==> config.mk <==
export PLATFORM = sky130hd
export DESIGN_NAME = dig_quad_decoder
export DESIGN_NICKNAME = d
export VERILOG_FILES = /design/src/rtl/dig_quad_pkg.sv /design/src/rtl/dig_quad_step.sv /design/src/rtl/dig_quad_decoder.sv
export SDC_FILE = /design/constraint.sdc
export NUM_CORES = 1
export LEC_CHECK = 0
export ABC_AREA = 1
export CAP_MARGIN = 20
export CORE_MARGIN = 3
export CORE_UTILIZATION = 35
export DETAILED_ROUTE_END_ITERATION = 12
export GPL_ROUTABILITY_DRIVEN = 0
export HOLD_SLACK_MARGIN = 0.02
export PLACE_DENSITY = 0.68
export SYNTH_ARGS = -nofsm -noshare
export SYNTH_HDL_FRONTEND = slang
export SYNTH_SLANG_ARGS = --single-unit
==> constraint.sdc <==
create_clock -name C -period 2.52 [get_ports C]
set_clock_uncertainty 0.2 [all_clocks]
set_input_delay 0.504 -clock C [delete_from_list [all_inputs] [get_ports C]]
set_output_delay 0.504 -clock C [all_outputs]
set_load 0.02 [all_outputs]
==> src/rtl/dig_quad_pkg.sv <==
// Shared types and helpers for the quadrature decoder: step classification
// enum, terminal-count resolution and the Gray-position step classifier.
package dig_quad_pkg;

    typedef enum logic [1:0] {
        STEP_NONE = 2'd0,
        STEP_FWD  = 2'd1,
        STEP_REV  = 2'd2,
        STEP_ERR  = 2'd3
    } step_t;

    localparam logic [1:0] PRIME_EDGES = 2'd2;

    function automatic int maxVal(input int maxValue, input int Bits);
        return (maxValue == 0) ? ((1 << Bits) - 1) : maxValue;
    endfunction

    // (A,B) maps onto a 2-bit ring position 00->0, 10->1, 11->2, 01->3 so the
    // step direction falls out of a modulo-4 difference.
    function automatic step_t classify(input logic [1:0] prev_ab, input logic [1:0] cur_ab);
        logic [1:0] prev_pos;
        logic [1:0] cur_pos;
        logic [1:0] delta;
        prev_pos = {prev_ab[0], prev_ab[1] ^ prev_ab[0]};
        cur_pos  = {cur_ab[0], cur_ab[1] ^ cur_ab[0]};
        delta    = cur_pos - prev_pos;
        case (delta)
            2'd0:    return STEP_NONE;
            2'd1:    return STEP_FWD;
            2'd3:    return STEP_REV;
            default: return STEP_ERR;
        endcase
    endfunction

endpackage

==> src/rtl/dig_quad_step.sv <==
// Phase synchronizers, previous-state register and step classification.
// While priming, the previous-state register tracks the value entering stage 2.
module dig_quad_step
    import dig_quad_pkg::*;
(
    input  logic  i_clk,
    input  logic  i_rst_n,
    input  logic  i_a,
    input  logic  i_b,
    input  logic  i_prime,
    output step_t o_step
);

    logic [1:0] r_sync1;
    logic [1:0] r_sync2;
    logic [1:0] r_prev;

    always_ff @(posedge i_clk or negedge i_rst_n) begin
        if (!i_rst_n) begin
            r_sync1 <= 2'b00;
            r_sync2 <= 2'b00;
            r_prev  <= 2'b00;
        end else begin
            r_sync1 <= {i_a, i_b};
            r_sync2 <= r_sync1;
            r_prev  <= i_prime ? r_sync1 : r_sync2;
        end
    end

    always_comb begin
        o_step = STEP_NONE;
        if (!i_prime) begin
            o_step = classify(r_prev, r_sync2);
        end
    end

endmodule

==> src/rtl/dig_quad_decoder.sv <==
// Quadrature (x4) position decoder: wrapping position count with load/clear,
// direction, wrap pulse and sticky illegal-transition flag.
module dig_quad_decoder
    import dig_quad_pkg::*;
#(
    parameter int Bits     = 2,
    parameter int maxValue = 0
) (
    input  logic            C,
    input  logic            nRst,
    input  logic            A,
    input  logic            B,
    input  logic            en,
    input  logic            clr,
    input  logic            ld,
    input  logic [Bits-1:0] in,
    output logic [Bits-1:0] out,
    output logic            dir,
    output logic            ovf,
    output logic            err
);

    if (Bits < 2) begin : g_bits_check
        $error("dig_quad_decoder: Bits must be at least 2");
    end

    localparam logic [Bits-1:0] MAX_CNT = Bits'(maxVal(maxValue, Bits));
    localparam logic [Bits-1:0] CNT_ONE = Bits'(1);

    logic [Bits-1:0] r_count;
    logic            r_dir;
    logic            r_ovf;
    logic            r_err;
    logic [1:0]      r_prime_cnt;
    logic            w_priming;
    step_t           w_step;

    assign w_priming = (r_prime_cnt != PRIME_EDGES);

    dig_quad_step u_step (
        .i_clk   (C),
        .i_rst_n (nRst),
        .i_a     (A),
        .i_b     (B),
        .i_prime (w_priming),
        .o_step  (w_step)
    );

    always_ff @(posedge C or negedge nRst) begin
        if (!nRst) begin
            r_prime_cnt <= 2'd0;
            r_count     <= '0;
            r_dir       <= 1'b0;
            r_ovf       <= 1'b0;
            r_err       <= 1'b0;
        end else begin
            if (w_priming) begin
                r_prime_cnt <= r_prime_cnt + 2'd1;
            end
            r_ovf <= 1'b0;
            if (w_step == STEP_FWD) begin
                r_dir <= 1'b0;
            end else if (w_step == STEP_REV) begin
                r_dir <= 1'b1;
            end
            if (clr) begin
                r_count <= '0;
                r_err   <= 1'b0;
            end else begin
                if (w_step == STEP_ERR) begin
                    r_err <= 1'b1;
                end
                // Loaded values above the terminal count only wrap at 2^Bits.
                if (ld) begin
                    r_count <= in;
                end else if (en && (w_step == STEP_FWD)) begin
                    if (r_count == MAX_CNT) begin
                        r_count <= '0;
                        r_ovf   <= 1'b1;
                    end else begin
                        r_count <= r_count + CNT_ONE;
                    end
                end else if (en && (w_step == STEP_REV)) begin
                    if (r_count == '0) begin
                        r_count <= MAX_CNT;
                        r_ovf   <= 1'b1;
                    end else begin
                        r_count <= r_count - CNT_ONE;
                    end
                end
            end
        end
    end

    assign out = r_count;
    assign dir = r_dir;
    assign ovf = r_ovf;
    assign err = r_err;

endmodule

==> flow_summary.yaml, run 1 <==
clock_tree:
  clockBufferDepth: 2
  clkTransAtPathRegs_ns: 0.08
  clk-insertion-delay-late_ns: 0.28
  cts_tree: "yes"
  cts_max_level: 1
  numCtsBuffers: 3
  clock-sinks: 13
  clock-root-buffer: "clkbuf_4"
route:
  drtIter0Drc: 3
  wirelength_um: 1320
  antenna_left: 0
  dr.pass1.iters: 4
  vias: 542
  remaining_drc_errors: 0
  wl_per_cell_um: 10.8
  viasPerCell: 4.44
final_layout:
  fin_util_pct: 56.3
  nets: 116
  antennaDiodeCount: 0
  area_growth_pct: 44.6
  finalNonFillerCells: 122
  drive_gt1_share_pct: 28.9
global_route:
  gr-total-overflow: 0
  grt_pass1_wl_um: 2240
  grt_max_degree: 14
  grt.total_usage_pct: 12.0
  antenna_found_initial: 0
  grt_pass1_vias: 526
power:
  p_leak_nw: 0.488
  powerDensity_mw_per_mm2: 659
  max-vdd-ir-drop_mv: 0.434
  p_total_uw: 669
synthesis:
  synth_warnings: 0
  seq_area_frac_synth_pct: 46.3
  syn_nets: 95
  synthCells: 77
  syn_area_per_cell_um2: 9.12
  ys_types: 15
  syn_area_um2: 702
  ys_seq_elements: 13
floorplanning:
  die_h_um: 50.8
  ios: 14
  dieWidth_um: 50.8
  rows: 15
  start_util_pct: 39.0
  core-area_mm2: 0.00180
  design.die.area_mm2: 0.00258
worst_setup_path:
  cp_max_fo: 4
  worst_ep_arrival_time_ns: 2.39
  critical_path.endpoint_type: "flop"
  cp_common_cell: "nand2_1"
  worstSetupPathType: "flop to flop"
  worstSetupStartpointType: "flop"
  worstPathCellList: "xnor2_2 > ha_2 > xnor2_2 > inv_1 > nand2_1 > nand2_1 > inv_2 > ha_4 > o21ai_4 > buf_6 > ha_4 > nand2_4 > nand2_4 > nor2_4 > nor2_2 > nand2_1 > nand2_1"
  crit_required_ns: 2.50
  cp_slowest_stage_delay_ns: 0.41
  cp_slowest_cell: "dfrtp_1"
timing:
  finalCritPeriodShare_pct: 95.5
  hold_ws_ns: 0.179
  fin_crit_ns: 2.41
  maxSlewHeadroom_pct: 62.3
  drv_slew: 0
  setup_viol: 0
  final_hold_viol_count: 0
  fmax_ghz: 0.415
  worst_pin_slew_ns: 0.564
  rsz0062_at_grt: "true"
placed_design:
  dp_cells: 115
  port_buffers: 13
  hpwl_um: 997
flow_run:
  maxCapViolations: 0
run_status:
  status: "complete, no violations"
hold_path:
  min_path_type: "flop to flop"
repair_timing:
item / in CTS / in global routing
hold endpoints to repair: 0 / 0
setup buffers: 2 / 1
resized for setup: 8 / 16
pin swaps: 5 / 9
hold buffers: 0 / 0
endpoints found under the setup margin: 2 / 4
cell families (layout without fill, tap and decap cells):
logic type | count (synthesis) | after routing | synth area share (%)
AOI/OAI and AO/OA | 7 | 7 | 4.99
buffers and inverters | 13 | 33 | 7.13
adders and majority gates | 9 | 9 | 16.0
and+or+nand+nor | 29 | 29 | 17.3
muxes | 2 | 2 | 3.21
DFF | 13 | 13 | 46.3
xor gates and xnor gates | 4 | 4 | 4.99
metal layers:
layer	global-route usage (%)	part of all wire [%]
met5	0	0
met4	6.73	2.1
met3	4.45	3.6
met2	19.1	49
met1	13.9	45
worst max-delay path, delay by kind of cell, from the launching register on:
kind / cells / cell delay, ns
flops: 1 / 0.41
fa+ha+maj: 3 / 0.53
xor+xnor: 2 / 0.29
buf+inv: 3 / 0.29
compound gates: 1 / 0.07
simple gates: 8 / 0.53
flip-flops by register name (all words and copies together) (netlist names):
signal,count
r_prime_cnt,2
u_step.r_prev,2
ovf,1
u_step.r_sync2,2
u_step.r_sync1,2
dir,1
out,2
err,1
power breakdown:
group	switching [mW]	internal (mW)	total (mW)	leakage (nW)
clock	0.0690	0.0589	0.128	0.0177
sequential	0.0158	0.232	0.248	0.156
combinational	0.150	0.143	0.293	0.314
cells in the final DEF, fill, tap and decap left out, types with 3 or more instances in the layout:
master,instances
buf_4,3
inv_2,3
ha_4,3
ha_1,4
clkbuf_4,3
dfrtp_1,13
inv_1,9
nand2_1,17
o21ai_0,4
clkdlybuf4s50_1,13
nor2_1,3
cell usage after synthesis:
| cell | n | area [µm²] |
|---|---|---|
| nand2_1 | 19 | 71.3 |
| dfrtp_1 | 13 | 325 |
| inv_1 | 12 | 45.0 |
| ha_1 | 9 | 113 |
| o21ai_0 | 5 | 25.0 |
| nor2_1 | 4 | 15.0 |
| xnor2_1 | 3 | 26.3 |
| a21oi_1 | 2 | 10.0 |
| mux2_2 | 2 | 22.5 |
| nand2_2 | 2 | 12.5 |
| nand3_1 | 2 | 10.0 |
| buf_2 | 1 | 5.00 |
| nand4_1 | 1 | 6.26 |
| nor2_2 | 1 | 6.26 |
| xor2_1 | 1 | 8.76 |
metrics by stage:
step | instance area [µm²] | TNS, ns | setup WS [ns]
global placement | 866 | 0 | 0.0267
detailed placement | 866 | -0.178 | -0.0894
global route | 1010 | -0.162 | -0.0874
CTS | 942 | 0 | 0.00548
floorplan | 702 | 0 | 0.146
finish | 1010 | 0 | 0.112
area by class of cell:
class                           instances  area (µm²)
Multi-Input combinational cell         51         422
Tap cell                               25        31.3
Timing Repair Buffer                   17         164
Fill cell                             153         787
Inverter                               12        45.0
Clock buffer                            3        22.5
Clock inverter                          1        5.00
Sequential cell                        13         325
path summary, 6_finish.rpt:
kind                                endpoint  slack [ns]               from  cells after the start
max                                   out[0]        0.11  u_step.r_sync2[1]                     17
max in group asynchronous                dir        1.37               nRst                      1
min reg2reg                u_step.r_sync2[0]        0.18  u_step.r_sync1[0]                      0
min in group asynchronous  u_step.r_sync1[0]        0.38               nRst                      1
max reg2reg                           out[0]        0.11  u_step.r_sync2[1]                     17
min                        u_step.r_sync2[0]        0.18  u_step.r_sync1[0]                      0
Note: power is estimated with default switching activity, not from simulation.
==> run 2, diff against run 1 <==
--- a/config.mk
+++ b/config.mk
@@ -13,6 +13,8 @@
 export GPL_ROUTABILITY_DRIVEN = 0
 export HOLD_SLACK_MARGIN = 0.02
 export PLACE_DENSITY = 0.68
+export REMOVE_ABC_BUFFERS = 1
 export SYNTH_ARGS = -nofsm -noshare
 export SYNTH_HDL_FRONTEND = slang
+export SYNTH_HIERARCHICAL = 1
 export SYNTH_SLANG_ARGS = --single-unit
==> run 2 against run 1 <==
Worst setup slack got worse by 0.060 ns. Total power increased by 6.6%. Cell area increased by 7.0%. Clock power decreased by 5%. Register-to-register slack got worse by 0.06 ns. Via count increased by 16%. Final cell count increased by 15%. Largest cell class unchanged.
==> flow_summary.yaml, run 2 <==
run_status:
  status: "complete, no violations"
route:
  dr.pass1.iters: 4
  remaining_drc_errors: 0
  wirelength_um: 1470
  viasPerCell: 4.49
  drtIter0Drc: 2
  antenna_left: 0
  vias: 628
  wl_per_cell_um: 10.5
global_route:
  grt_pass1_vias: 541
  grt_pass1_wl_um: 2210
  grt.total_usage_pct: 11.3
  grt_max_degree: 14
  antenna_found_initial: 0
  gr-total-overflow: 0
final_layout:
  fillers: 156
  layout_commonest_cell: "nand2_1"
  area_growth_pct: 47.9
  layout.cells.most_common_list: "19 x nand2_1, 13 x dfrtp_1, 13 x clkdlybuf4s50_1, 11 x inv_1, 9 x nor2_1"
  drive_gt1_share_pct: 27.0
  regArea_um2: 325
  nets: 134
  multi_input_area_um2: 433
  final_cell_area_mm2: 0.00109
  antennaDiodeCount: 0
floorplanning:
  dieWidth_um: 51.8
  ios: 14
  rows: 15
  design.die.area_mm2: 0.00268
  core-area_mm2: 0.00186
  start_util_pct: 39.5
  die_h_um: 51.8
worst_setup_path:
  worstPathCellList: "xnor2_1 > ha_2 > inv_1 > nand2_1 > nand3_1 > nand2_1 > inv_2 > ha_1 > nor2_1 > nor2_2 > buf_4 > ha_4 > nand2_4 > nand2_4 > nor2_4 > nor2_2 > nand2_1 > nand2_1"
  cp_num_cells: 18
  cp_max_fo: 3
  cp_common_cell: "nand2_1"
  cp_slowest_stage_delay_ns: 0.39
  critical_path.top_delay_family: "simple AND/OR/NAND/NOR gates"
  crit_required_ns: 2.49
  worstSetupPathType: "flop to flop"
  worst_ep_arrival_time_ns: 2.44
  worstRegToRegCells: 18
  cp_slowest_cell: "dfrtp_1"
  worstSetupStartpointType: "flop"
  worst-path-buf-inv: 3
  critical_path.endpoint_type: "flop"
timing:
  fin_crit_ns: 2.47
  worst_pin_slew_ns: 0.556
  fmax_ghz: 0.405
  maxSlewHeadroom_pct: 62.8
  drv_slew: 0
  setup_viol: 0
  rsz0062_at_grt: "true"
  setup_tns_ns: 0
  finalCritPeriodShare_pct: 97.9
  final_hold_viol_count: 0
clock_tree:
  clkTransAtPathRegs_ns: 0.08
  cts_tree: "yes"
  clk-insertion-delay-late_ns: 0.27
  cts_max_level: 1
  clock-root-buffer: "clkbuf_4"
  numCtsBuffers: 3
  clockBufferDepth: 2
  clock-sinks: 13
  holdBufCountCts: 0
synthesis:
  synthCells: 90
  ys_seq_elements: 13
  seq_area_frac_synth_pct: 44.3
  synth_top_area_share_pct: 44.3
  synth_warnings: 6
  syn_area_um2: 734
  synth.area.top_cells: "dfrtp_1 44%, ha_1 15%, nand2_1 11%"
  ys_types: 13
  syn_area_per_cell_um2: 8.16
  yosysTopAreaCell: "dfrtp_1"
  synth_top_flop_cell: "dfrtp_1"
  synth_edf_count: 0
  synth-async-reset-ratio_pct: 100
  yosysMostFrequentCell: "nand2_1"
  synth_common_cells: "21 x nand2_1, 15 x inv_1, 13 x dfrtp_1"
power:
  p_leak_nw: 0.539
  max-vdd-ir-drop_mv: 0.272
  powerDensity_mw_per_mm2: 657
hold_path:
  min_path_type: "flop to flop"
  whs_path_depth: 0
placed_design:
  port_buffers: 13
  hpwl_um: 1080
  placed_area_um2: 911
flow_run:
  maxCapViolations: 0
[run 2: worst paths after layout]
| check | start | end | slack [ns] |
|---|---|---|---|
| max in group asynchronous | nRst | u_step/r_prev[1] | 1.36 |
| worst min register to register | u_step/r_sync1[0] | u_step/r_sync2[0] | 0.18 |
| min in group asynchronous | nRst | r_prime_cnt[1] | 0.39 |
| worst max-delay path | u_step/r_sync2[1] | out[1] | 0.05 |
| worst min-delay path | u_step/r_sync1[0] | u_step/r_sync2[0] | 0.18 |
| worst max register to register | u_step/r_sync2[1] | out[1] | 0.05 |
[run 2: cells by family after synthesis]
family                   count (synthesis)  synth area share (%)
XOR/XNOR                                 3                  3.58
flip-flops                              13                  44.3
adder cells (fa/ha/maj)                  9                  15.3
AND/OR/NAND/NOR                         41                  23.3
buffers and inverters                   17                  8.69
AO/OA/AOI/OAI                            7                  4.77
[run 2: cell type report]
| cell class | count | share of cell area, % |
|---|---|---|
| timing repair buffer | 21 | 19.0 |
| tap | 25 | 2.88 |
| inverter | 17 | 5.88 |
| clock buffer | 4 | 2.42 |
| multi-input combinational | 60 | 39.9 |
| sequential | 13 | 30.0 |
[run 2: per-stage QoR]
step                setup WS (ns)  hold WS (ns)  std cells  power [mW]  utilization, %
floorplan                  0.0889       0.00841         90       0.386               -
global placement         -0.00234         0.160        130       0.464            49.0
detailed placement        -0.0783         0.166        130       0.474            49.0
CTS                       0.00466         0.183        135       0.616            51.4
global route              -0.0923         0.204        140       0.762            58.5
finish                     0.0523         0.181        140       0.713            58.5
[run 2: what timing repair did]
action	CTS	global route
buffers inserted	1	5
endpoints found under the hold margin	0	0
gates resized for setup	3	19
pin swaps	1	14
setup endpoints to repair	2	4
[run 2: power breakdown]
group | internal, mW | switching [mW] | total (mW)
registers | 0.232 | 0.0163 | 0.248
clock network | 0.0612 | 0.0608 | 0.122
logic | 0.172 | 0.171 | 0.343
total | 0.465 | 0.248 | 0.713
[run 2: routing by layer]
layer	vias up	share of wire (%)	GRT usage [%]
met2	10	52	16.5
li1	322	-	-
met1	292	44	15.2
met3	4	1.8	1.72
met4	0	2.2	7.86
met5	-	0	0
==> run 3, diff against run 2 <==
--- a/config.mk
+++ b/config.mk
@@ -12,8 +12,9 @@
 export DETAILED_ROUTE_END_ITERATION = 12
 export GPL_ROUTABILITY_DRIVEN = 0
 export HOLD_SLACK_MARGIN = 0.02
-export PLACE_DENSITY = 0.68
+export PLACE_DENSITY_LB_ADDON = 0.3
 export REMOVE_ABC_BUFFERS = 1
+export SETUP_SLACK_MARGIN = 0.5
 export SYNTH_ARGS = -nofsm -noshare
 export SYNTH_HDL_FRONTEND = slang
 export SYNTH_HIERARCHICAL = 1
==> run 3 against run 2 <==
Combinational power hardly changed. Via count is 0.80% higher. Critical path type unchanged. Critical path depth stayed put. Die area stayed put. Critical endpoint is now ovf. Largest power group unchanged.
==> flow_summary.yaml, run 3 (same netlist as run 2, synthesis figures left out) <==
placed_design:
  hpwl_um: 1150
  placed_area_um2: 911
  post-place-ws_ns: -0.177
  port_buffers: 13
global_route:
  grt_max_degree: 14
  grt_pass1_vias: 629
  grt_pass1_wl_um: 2720
  gr-total-overflow: 0
  grt.total_usage_pct: 14.3
  antenna_found_initial: 0
final_layout:
  final_cell_area_mm2: 0.00110
  nets: 134
  layout.cells.most_common_list: "18 x nand2_1, 13 x dfrtp_1, 11 x inv_1, 11 x clkdlybuf4s50_1, 8 x nor2_1"
  area_growth_pct: 49.6
  antennaDiodeCount: 0
  layout_commonest_cell: "nand2_1"
  drive_gt1_share_pct: 31.3
clock_tree:
  clkTransAtPathRegs_ns: 0.08
  cts_max_level: 1
  clock-sinks: 13
  clockBufferDepth: 2
  clock-root-buffer: "clkbuf_4"
  clk-insertion-delay-late_ns: 0.27
  cts_tree: "yes"
  numCtsBuffers: 3
hold_path:
  min_path_type: "flop to flop"
worst_setup_path:
  worstSetupPathType: "flop to flop"
  worstSetupStartpointType: "flop"
  cp_max_fo: 2
  worst_ep_arrival_time_ns: 2.50
  crit_required_ns: 2.53
  critical_path.endpoint_type: "flop"
floorplanning:
  die_h_um: 51.8
  design.die.area_mm2: 0.00268
  ios: 14
  core-area_mm2: 0.00186
  rows: 15
  dieWidth_um: 51.8
  start_util_pct: 39.5
timing:
  worst_pin_slew_ns: 0.590
  fin_crit_ns: 2.49
  drv_slew: 0
  setup_viol: 0
  maxSlewHeadroom_pct: 60.5
  finalCritPeriodShare_pct: 99.0
  fmax_ghz: 0.401
  final_hold_viol_count: 0
  worst_slack_ns: 0.0260
  rsz0062_at_grt: "true"
power:
  powerDensity_mw_per_mm2: 655
  max-vdd-ir-drop_mv: 0.332
  p_leak_nw: 0.550
route:
  dr.pass1.iters: 4
  viasPerCell: 4.52
  wirelength_um: 1670
  wl_per_cell_um: 11.9
  vias: 633
  remaining_drc_errors: 0
  drtIter0Drc: 9
  antenna_left: 0
run_status:
  status: "complete, no violations"
flow_run:
  maxCapViolations: 0
-- run 3: cell types whose count changed in the layout (fill, tap and decap cells not counted), sizes merged --
cell           change
dlygate4sd2        +2
clkdlybuf4s50      -2
-- run 3: cell type report --
class / instances / area (µm²)
clock buffer: 4 / 26.3
inverter: 17 / 66.3
multi-input combinational: 60 / 454
tap: 25 / 31.3
fill: 146 / 759
sequential: 13 / 325
timing repair buffer: 21 / 195
-- run 3: path summary, 6_finish.rpt --
kind                       slack, ns  cells after the start               from                end
max in group asynchronous       1.34                      1               nRst                err
min in group asynchronous       0.40                      1               nRst  u_step/r_sync1[1]
min reg2reg                     0.18                      0  u_step/r_sync1[1]  u_step/r_sync2[1]
max reg2reg                     0.03                     18  u_step/r_sync2[0]                ovf
min                             0.18                      0  u_step/r_sync1[1]  u_step/r_sync2[1]
max                             0.03                     18  u_step/r_sync2[0]                ovf
-- run 3: critical path: stages, from the launching register on --
cell     delay [ns]
dfrtp_1        0.39
xnor2_1        0.20
ha_2           0.23
inv_2          0.04
nand2_2        0.07
nand2_1        0.05
nand2_1        0.07
nand2_2        0.07
inv_4          0.08
ha_4           0.15
nor2_4         0.03
nor2_2         0.13
buf_6          0.12
ha_4           0.13
nand2_4        0.06
buf_6          0.13
o21ai_2        0.11
o21ai_1        0.09
nor2_1         0.09
-- run 3: metal layers --
layer  up-vias  global-route usage, %  routed length [µm]
met1       295                   15.3                 694
met5         -                      0                   0
met2        11                   24.4                 902
li1        323                      -                   -
met4         0                   8.73                  31
met3         4                   4.30                  41
-- run 3: where the power goes --
| part | leakage (nW) | switching [mW] | total, mW | internal, mW |
|---|---|---|---|---|
| registers | 0.156 | 0.0172 | 0.249 | 0.232 |
| logic | 0.378 | 0.178 | 0.344 | 0.166 |
| clock network | 0.0150 | 0.0656 | 0.127 | 0.0613 |
-- run 3: repair_timing --
item / in CTS / in global routing
hold buffers: 0 / 0
pin swaps: 19 / 16
setup endpoints to repair: 7 / 5
buffers inserted: 5 / 1
resized for setup: 21 / 12
-- run 3: through the flow --
step / power, mW / hold WS [ns] / util [%] / TNS, ns / std cells
final: 0.720 / 0.179 / 59.1 / 0 / 140
after global routing: 0.771 / 0.191 / 59.1 / -0.430 / 140
after CTS: 0.684 / 0.184 / 56.4 / 0 / 139
after detailed placement: 0.475 / 0.163 / 49.0 / -0.300 / 130
after global placement: 0.463 / 0.158 / 49.0 / 0 / 130
after floorplan: 0.386 / 0.00841 / - / 0 / 90
